`config.mk`:
```
export PLATFORM = sky130hd
export DESIGN_NAME = booth_controller
export DESIGN_NICKNAME = d
export VERILOG_FILES = /design/src/rtl/booth_controller.sv
export SDC_FILE = /design/constraint.sdc
export NUM_CORES = 1
export LEC_CHECK = 0
export BUFFER_PORTS_ARGS = -buffer_cell sky130_fd_sc_hd__buf_2
export CORE_AREA = 2 2 39 41
export DETAILED_ROUTE_END_ITERATION = 7
export DIE_AREA = 0 0 41 43
export SETUP_SLACK_MARGIN = 0.2
export SLEW_MARGIN = 15
export SYNTH_ARGS = -nofsm -noshare
export SYNTH_HDL_FRONTEND = slang
export SYNTH_SLANG_ARGS = --single-unit
```
`constraint.sdc`:
```
create_clock -name clk -period 2.5 [get_ports clk]
set_input_delay 0.625 -clock clk [delete_from_list [all_inputs] [get_ports clk]]
set_output_delay 0.625 -clock clk [all_outputs]
set_load 0.02 [all_outputs]
```
`src/rtl/booth_controller.sv`:
```
// booth_controller: start/busy/done sequencer driving the A, Q, M and Q-1 register controls
// and the add/subtract select of a Booth multiplier datapath.
module booth_controller #(
  parameter int WIDTH = 4,
  parameter int CNT_W = 3
) (
  input  logic             clk,
  input  logic             rst,
  input  logic             start,
  input  logic             q0,
  input  logic             qm1,
  output logic [1:0]       aCtrl,
  output logic [1:0]       qCtrl,
  output logic [1:0]       mCtrl,
  output logic [1:0]       qm1Ctrl,
  output logic             aluSub,
  output logic             busy,
  output logic             done,
  output logic [CNT_W-1:0] count
);
  localparam logic [1:0] LOAD  = 2'b00;
  localparam logic [1:0] RESET = 2'b01;
  localparam logic [1:0] SHF   = 2'b10;
  localparam logic [1:0] HOLD  = 2'b11;
  typedef enum logic [2:0] {IDLE, INIT, EVAL, SHIFT, DONE} state_t;
  state_t state, next;
  logic [CNT_W-1:0] cnt;
  always_ff @(posedge clk or posedge rst)
    if (rst) begin
      state <= IDLE;
      cnt   <= '0;
    end else begin
      state <= next;
      cnt   <= state == INIT ? CNT_W'(WIDTH) :
               state == SHIFT ? (cnt != '0 ? cnt - CNT_W'(1) : '0) :
               state == EVAL ? cnt : '0;
    end
  // EVAL is the only state whose outputs look at the datapath: {q0,qm1}=10 subtracts, 01 adds
  always_comb begin
    next    = state;
    aCtrl   = HOLD;
    qCtrl   = HOLD;
    mCtrl   = HOLD;
    qm1Ctrl = HOLD;
    aluSub  = 1'b0;
    case (state)
      IDLE:  next = start ? INIT : IDLE;
      INIT: begin
        aCtrl   = RESET;
        qm1Ctrl = RESET;
        qCtrl   = LOAD;
        mCtrl   = LOAD;
        next    = EVAL;
      end
      EVAL: begin
        aCtrl  = q0 ^ qm1 ? LOAD : HOLD;
        aluSub = q0 & ~qm1;
        next   = SHIFT;
      end
      SHIFT: begin
        aCtrl   = SHF;
        qCtrl   = SHF;
        qm1Ctrl = SHF;
        next    = cnt == CNT_W'(1) ? DONE : EVAL;
      end
      DONE:    next = IDLE;
      default: next = IDLE;
    endcase
  end
  assign busy  = state == INIT || state == EVAL || state == SHIFT;
  assign done  = state == DONE;
  assign count = cnt;
endmodule

```
==> flow_summary.yaml, run 1 <==
cells_and_area:
  nets: 76
  antenna_cells: 0
  drive_above_1_share_pct: 37.9
  area_growth_pct: 26.3
  final_core_util_pct: 38.2
routing:
  num_vias: 383
  routed_wl_microns: 749
  drt-initial-drc-count: 2
  drc: 0
  viasPerCell: 4.67
  first_pass_iters: 2
  antenna_left: 0
  wire_per_inst_microns: 9.13
clock_network:
  cts_num_sinks: 6
  cts.repair.resized: 0
  hold_buffers: 0
  root_buffer: "clkbuf_4"
  cts_tree: "built"
  cts_max_path_buffers: 2
  clk_pin_slew_ns: 0.04
  clk_latency_ns: 0.23
  cts_setup_buffers: 0
  htreeDepth: 1
  cts_made_buffers: 3
worst_setup_path:
  crit_required_ns: 1.88
  cpMostUsedCell: "buf_2"
  path_cells: "buf_2 -> ha_1 -> nor3_1 -> o21bai_1 -> buf_2"
  critPathMaxStageDelay_ns: 0.29
  path_class: "in -> out"
  crit_family: "adder cells"
  cp_max_fo: 2
  cp.buffers_inverters: 2
  cp-start-kind: "input pin"
  cp_slowest_cell: "ha_1"
  crit_path_end_kind: "output pin"
  arrival_ns: 1.44
grt:
  grt_overflow: 0
  grt_pass1_vias: 330
  antenna_found_initial: 0
  grt.total_usage_pct: 11.3
  grt_pass1_wl_mm: 1.30
  grt_max_degree: 15
floorplanning:
  die-width_microns: 41
  rows: 14
  core_sq_um: 1380
  io_pins: 19
  start_util_pct: 30.2
  dieArea_sq_um: 1760
  die_h_microns: 43
sta:
  timing.slew.headroom_pct: 76.2
  tightest_slew_ns: 0.357
  max_clock_freq_mhz: 484
  fin_worst_skew_ns: 0.00300
  rsz0062_at_grt: "no"
  finalMaxSlewViolations: 0
  fin_crit_sh_pct: 82.6
  setup_tns_ns: 0
  final_hold_viol_count: 0
  layout_min_cycle_time_ns: 2.07
  setup_viol: 0
power:
  seq_power_share_pct: 30.8
  peakVddDrop_uv: 365
  power_leakage_uw: 0.000278
  powerDensity_nw_per_um2: 1200
  switchingPower_uw: 306
  combPwrFrac_pct: 56.0
  swShare_pct: 48.5
  clock_power_share_pct: 13.1
  p_int_uw: 326
logic_synthesis:
  synth-compound-area-share_pct: 11.1
  synth-adder-area-share_pct: 8.98
  ys_ff_latch: 6
  postSynthAreaPerCell_sq_um: 8.71
  syn_inst: 48
  syn_area_sq_um: 418
  synth_area_leaders: "dfrtp_1 36%, ha_1 9.0%, buf_4 5.4%"
  seq_area_frac_synth_pct: 35.9
  syn_nets: 56
  muxShareOfSynthArea_pct: 0
  ys_warn_count: 0
  yosys.area_share.simple_pct: 33.2
  netlist.area_leader.share_pct: 35.9
  synth_cell_type_count: 22
  synth_top_family_by_area: "simple AND/OR/NAND/NOR gates"
  synthXorXnorAreaFrac_pct: 0
  yosysTopAreaCell: "dfrtp_1"
placement:
  hpwl_microns: 652
  routabilityCongestion: 0.641
  io_buffers: 18
hold_path:
  worstHoldPathType: "in -> async"
run:
  drv_cap: 0
run_status:
  status: "complete, no violations"
-- cells in the mapped netlist --
| master | count |
|---|---|
| dfrtp_1 | 6 |
| nor2_1 | 6 |
| inv_1 | 5 |
| buf_4 | 3 |
| ha_1 | 3 |
| nand2b_1 | 3 |
| or2b_1 | 3 |
| a21oi_1 | 2 |
| nand2_1 | 2 |
| nor3_1 | 2 |
| o21ai_0 | 2 |
| and2_1 | 1 |
| and2b_2 | 1 |
| inv_2 | 1 |
| nor3b_1 | 1 |
| nor4_2 | 1 |
| nor4bb_1 | 1 |
| o21a_1 | 1 |
| o21bai_1 | 1 |
| o41a_1 | 1 |
| or2_2 | 1 |
| or3_1 | 1 |
-- flip-flops by register name, indices dropped and copies added (netlist names) --
register and cells:
state 3, count 3
-- final timing paths --
| check | from | to | slack, ns | cells after the start |
|---|---|---|---|---|
| max | q0 | aCtrl[1] | 0.43 | 5 |
| min | rst | count[1]$_DFFE_PP0P_ | 0.28 | 2 |
| max reg2reg | count[1]$_DFFE_PP0P_ | count[2]$_DFFE_PP0P_ | 1.21 | 4 |
| min reg2reg | count[1]$_DFFE_PP0P_ | state[2]$_DFF_PP0_ | 0.55 | 1 |
| max in group asynchronous | rst | state[1]$_DFF_PP0_ | 2.03 | 2 |
| min in group clk | count[1]$_DFFE_PP0P_ | state[2]$_DFF_PP0_ | 0.55 | 1 |
-- final cells by class --
class                           instances  area (sq um)
Multi-Input combinational cell         33           223
Tap cell                               16          20.0
Clock buffer                            3          22.5
Sequential cell                         6           150
Timing Repair Buffer                   18          90.1
Fill cell                             158           856
Inverter                                6          22.5
-- cells by family (layout without fill, tap and decap cells) --
| group | count (synthesis) | in the layout |
|---|---|---|
| compound gates | 7 | 7 |
| buf+inv | 9 | 27 |
| fa+ha+maj | 3 | 3 |
| flops | 6 | 6 |
| simple gates | 23 | 23 |
-- power groups by stage --
stage / sequential, uW / clock (uW) / combinational, uW
2_1_floorplan: 191 / 0 / 272
3_3_place_gp: 197 / 0 / 359
3_5_place_dp: 198 / 0 / 362
4_1_cts: 197 / 88.2 / 362
5_1_grt: 206 / 94.1 / 401
6_report: 195 / 83.0 / 354
-- cell usage in the layout (no fill, tap or decap), drive strengths merged, types with 2 or more instances in the layout --
cell type and n:
a21oi 2, buf 18, clkbuf 3, dfrtp 6, ha 3, inv 6, nand2 2, nand2b 3
nor2 6, nor3 2, o21ai 2, or2b 3
-- per-stage QoR --
step	cell area [sq um]	setup slack, ns	hold slack, ns	total power, uW	instances
2_1_floorplan	418	0.433	0.416	463	48
3_3_place_gp	505	0.441	0.529	556	79
3_5_place_dp	505	0.424	0.540	559	79
4_1_cts	528	0.423	0.283	647	82
5_1_grt	528	0.330	0.292	702	82
6_report	528	0.434	0.284	632	82
-- metal layers --
metal,up-vias,wire [microns],track usage (%)
li1,195,-,-
met1,178,315,12.7
met2,10,392,17.2
met3,0,41,3.14
met4,0,0,8.00
met5,-,0,0
-- worst register-to-register path: cells and delay by family (launching register included) --
kind	cells	cell delay, ns
AND/OR/NAND/NOR	1	0.33
flip-flops	1	0.43
adder cells (fa/ha/maj)	1	0.17
AO/OA/AOI/OAI	2	0.24
Power figures use the tool's default switching activity.
==> run 2: changes to the inputs <==
clock period = 1.9 ns   (was 2.5 ns; I/O delays follow)
==> flow_summary.yaml, run 2 (synthesized netlist as in run 1, its figures left out) <==
run_status:
  status: "complete, no violations"
sta:
  hold-worst-slack_ns: 0.133
  setup_viol: 0
  final_hold_viol_count: 0
  max_clock_freq_mhz: 587
  layout_min_cycle_time_ns: 1.70
  rsz0062_at_grt: "yes"
  timing.slew.headroom_pct: 85.2
  fin_crit_sh_pct: 89.6
  fin_worst_skew_ns: 0.00133
  tightest_slew_ns: 0.220
  finalMaxSlewViolations: 0
  setup_tns_ns: 0
clock_network:
  cts_tree: "built"
  root_buffer: "clkbuf_4"
  htreeDepth: 1
  clk_pin_slew_ns: 0.04
  cts_made_buffers: 3
  clk_latency_ns: 0.24
  hold_buffers: 0
  cts_num_sinks: 6
  cts_max_path_buffers: 2
grt:
  antenna_found_initial: 0
  grt_overflow: 0
  grt.total_usage_pct: 13.4
  grt_pass1_wl_mm: 1.54
  grt_max_degree: 8
  grt_pass1_vias: 389
cells_and_area:
  final_cell_mix: "11 x buf_2, 11 x buf_4, 6 x nor2_1"
  nets: 84
  final_core_util_pct: 47.6
  antenna_cells: 0
  drive_above_1_share_pct: 54.1
  area_growth_pct: 57.8
  design_area_sq_um: 659
power:
  power_leakage_uw: 0.000337
  powerDensity_nw_per_um2: 1560
  peakVddDrop_uv: 600
  finalPower_uw: 1030
placement:
  routabilityCongestion: 0.616
  dpl_cell_area_sq_um: 510
  hpwl_microns: 664
  io_buffers: 18
floorplanning:
  core_sq_um: 1380
  dieArea_sq_um: 1760
  die_h_microns: 43
  rows: 14
  io_pins: 19
  start_util_pct: 30.2
  die-width_microns: 41
worst_setup_path:
  cp-start-kind: "register"
  arrival_ns: 1.23
  path_class: "reg -> out"
  crit_required_ns: 1.42
  crit_path_end_kind: "output pin"
  cp_max_fo: 4
routing:
  wl_met2_microns: 509
  top_layer: "met4"
  num_vias: 417
  wl_met1_microns: 399
  wire_per_inst_microns: 10.6
  drt-initial-drc-count: 1
  first_pass_iters: 2
  antenna_left: 0
  drc: 0
  routed_wl_microns: 952
  wl_met3_microns: 34
  viasPerCell: 4.63
hold_path:
  worstHoldPathType: "in -> async"
run:
  drv_cap: 0
## run 2: stage by stage
| stage | worst slack [ns] | cells |
|---|---|---|
| 2_1_floorplan | 0.211 | 48 |
| 3_3_place_gp | 0.141 | 79 |
| 3_5_place_dp | 0.134 | 79 |
| 4_1_cts | 0.194 | 87 |
| 5_1_grt | 0.127 | 90 |
| 6_report | 0.197 | 90 |
## run 2: path summary, 6_finish.rpt
| path | startpoint | endpoint | slack (ns) | depth (start not counted) |
|---|---|---|---|---|
| max in group asynchronous | rst | state[0]$_DFF_PP0_ | 1.57 | 2 |
| min in group clk | start | state[0]$_DFF_PP0_ | 0.50 | 3 |
| max reg2reg | count[1]$_DFFE_PP0P_ | count[2]$_DFFE_PP0P_ | 0.61 | 4 |
| min reg2reg | count[1]$_DFFE_PP0P_ | state[2]$_DFF_PP0_ | 0.54 | 1 |
| min | rst | count[1]$_DFFE_PP0P_ | 0.13 | 2 |
| max | state[2]$_DFF_PP0_ | aluSub | 0.20 | 3 |
## run 2: cell type report
type / instances / area [sq um]
sequential: 6 / 153
multi-input combinational: 33 / 259
timing repair buffer: 26 / 183
inverter: 6 / 22.5
tap: 16 / 20.0
fill: 149 / 724
clock buffer: 3 / 22.5
## run 2: timing repair
action | CTS | global route
resized for setup | 6 | 12
setup endpoints to repair | 8 | 7
buffers inserted | 5 | 3
pin swaps | 3 | 2
## run 2: worst max-delay path: stages, from the launching register on
cell and delay (ns):
dfrtp_2 0.42, or2b_1 0.25, nor3b_2 0.16, buf_4 0.16
## run 2: per-layer routing
layer	up-vias	track usage, %
li1	207	-
met1	198	15.6
met2	10	20.0
met3	2	1.57
met4	0	12.0
met5	-	0
## run 2: report_power, final
part | switching (uW) | total (uW) | internal, uW
sequential | 69.1 | 246 | 177
clock | 39.5 | 110 | 71.0
combinational | 354 | 672 | 318
total | 462 | 1030 | 566
==> run 3: changes to the inputs <==
CAP_MARGIN = 25   (was not set)
SETUP_SLACK_MARGIN = not set   (was 0.2)
==> flow_summary.yaml, run 3 (synthesized netlist as in run 1, its figures left out) <==
worst_setup_path:
  timing.rr.end: "count[2]$_DFFE_PP0P_"
  crit_required_ns: 1.42
  reg2reg_setup_slack_ns: 0.61
  crit_path_end_kind: "output pin"
  cp.depth: 3
  path_cells: "or2b_4 -> nor3b_1 -> buf_2"
  cp-start-kind: "register"
  critPathMaxStageDelay_ns: 0.44
  path_class: "reg -> out"
  cp_max_fo: 8
  reg2reg_depth: 4
  timing.rr.start: "count[1]$_DFFE_PP0P_"
  cp_slowest_cell: "dfrtp_1"
  worstSetupStartpoint: "state[2]$_DFF_PP0_"
  crit_family: "simple AND/OR/NAND/NOR gates"
  cp-endpoint: "aluSub"
  arrival_ns: 1.34
  cp.buffers_inverters: 1
cells_and_area:
  final_core_util_pct: 38.5
  nets: 76
  design_area_sq_um: 533
  antenna_cells: 0
  drive_above_1_share_pct: 40.9
  mostFrequentLayoutCell: "buf_2"
  final_cell_mix: "18 x buf_2, 6 x nor2_1, 5 x inv_1, 5 x dfrtp_1"
  area_growth_pct: 27.5
placement:
  hpwl_microns: 653
  dpl_cell_area_sq_um: 505
  routabilityCongestion: 0.641
  io_buffers: 18
routing:
  wire_per_inst_microns: 9.33
  routed_wl_microns: 765
  drt-initial-drc-count: 4
  viasPerCell: 4.55
  first_pass_iters: 2
  num_vias: 373
  antenna_left: 0
  drc: 0
clock_network:
  htreeDepth: 1
  hold_buffers: 0
  root_buffer: "clkbuf_4"
  cts.repair.resized: 0
  cts_num_sinks: 6
  clk_latency_ns: 0.23
  cts_tree: "built"
  cts_made_buffers: 3
  clk_pin_slew_ns: 0.04
  cts_max_path_buffers: 2
  cts_setup_buffers: 0
grt:
  grt_pass1_wl_mm: 1.35
  grt_overflow: 0
  antenna_found_initial: 0
  grt_pass1_vias: 324
  grt_max_degree: 15
  grt.total_usage_pct: 11.5
power:
  finalPower_uw: 846
  clock_power_share_pct: 12.9
  swShare_pct: 48.0
  powerDensity_nw_per_um2: 1590
  peakVddDrop_uv: 498
  power_leakage_uw: 0.000276
  p_int_uw: 440
  seq_power_share_pct: 30.9
  switchingPower_uw: 406
  combPwrFrac_pct: 56.2
sta:
  layout_min_cycle_time_ns: 1.81
  rsz0062_at_grt: "no"
  fin_crit_sh_pct: 95.3
  tightest_slew_ns: 0.259
  timing.slew.headroom_pct: 82.5
  max_clock_freq_mhz: 552
  setup_viol: 0
  hold-worst-slack_ns: 0.135
  final_hold_viol_count: 0
  setup_tns_ns: 0
  fin_worst_skew_ns: 0.00300
  finalMaxSlewViolations: 0
floorplanning:
  start_util_pct: 30.2
  die_h_microns: 43
  rows: 14
  io_pins: 19
  die-width_microns: 41
  dieArea_sq_um: 1760
  core_sq_um: 1380
run_status:
  status: "complete, no violations"
hold_path:
  worstHoldPathType: "in -> async"
run:
  drv_cap: 0
==> run 3: area by class of cell <==
type | instances | area (sq um)
Inverter | 6 | 22.5
Sequential cell | 6 | 151
Tap cell | 16 | 20.0
Multi-Input combinational cell | 33 | 226
Timing Repair Buffer | 18 | 90.1
Fill cell | 161 | 851
Clock buffer | 3 | 22.5
==> run 3: power by group through the flow <==
| stage | Clock, uW | Sequential [uW] | Combinational (uW) |
|---|---|---|---|
| final | 109 | 262 | 475 |
| after global routing | 124 | 274 | 539 |
| after CTS | 116 | 258 | 477 |
| after detailed placement | 0 | 260 | 475 |
| after global placement | 0 | 259 | 472 |
| after floorplan | 0 | 251 | 358 |
==> run 3: worst min path at each step <==
| stage | from | endpoint | slack, ns | cells past startpoint |
|---|---|---|---|---|
| global route | rst | count[0]$_DFFE_PP0P_ | 0.14 | 2 |
| CTS | rst | count[1]$_DFFE_PP0P_ | 0.13 | 2 |
| floorplan | rst | count[0]$_DFFE_PP0P_ | 0.27 | 1 |
| finish | rst | count[1]$_DFFE_PP0P_ | 0.14 | 2 |
| global placement | rst | count[1]$_DFFE_PP0P_ | 0.38 | 2 |
| detailed placement | rst | count[1]$_DFFE_PP0P_ | 0.39 | 2 |
==> run 3: stage by stage <==
stage               cells  worst slack [ns]
floorplan              48             0.133
global placement       79             0.141
detailed placement     79             0.125
CTS                    82            0.0362
global route           82           0.00622
finish                 82            0.0891
==> run 3: layer usage <==
layer / routed length, microns / track usage, % / vias to the layer above / part of all wire, %
met1: 337 / 14.0 / 170 / 44
met4: 0 / 8.00 / 0 / 0
li1: - / - / 193 / -
met3: 43 / 3.14 / 0 / 5.6
met2: 383 / 16.6 / 10 / 50
met5: 0 / 0 / - / 0
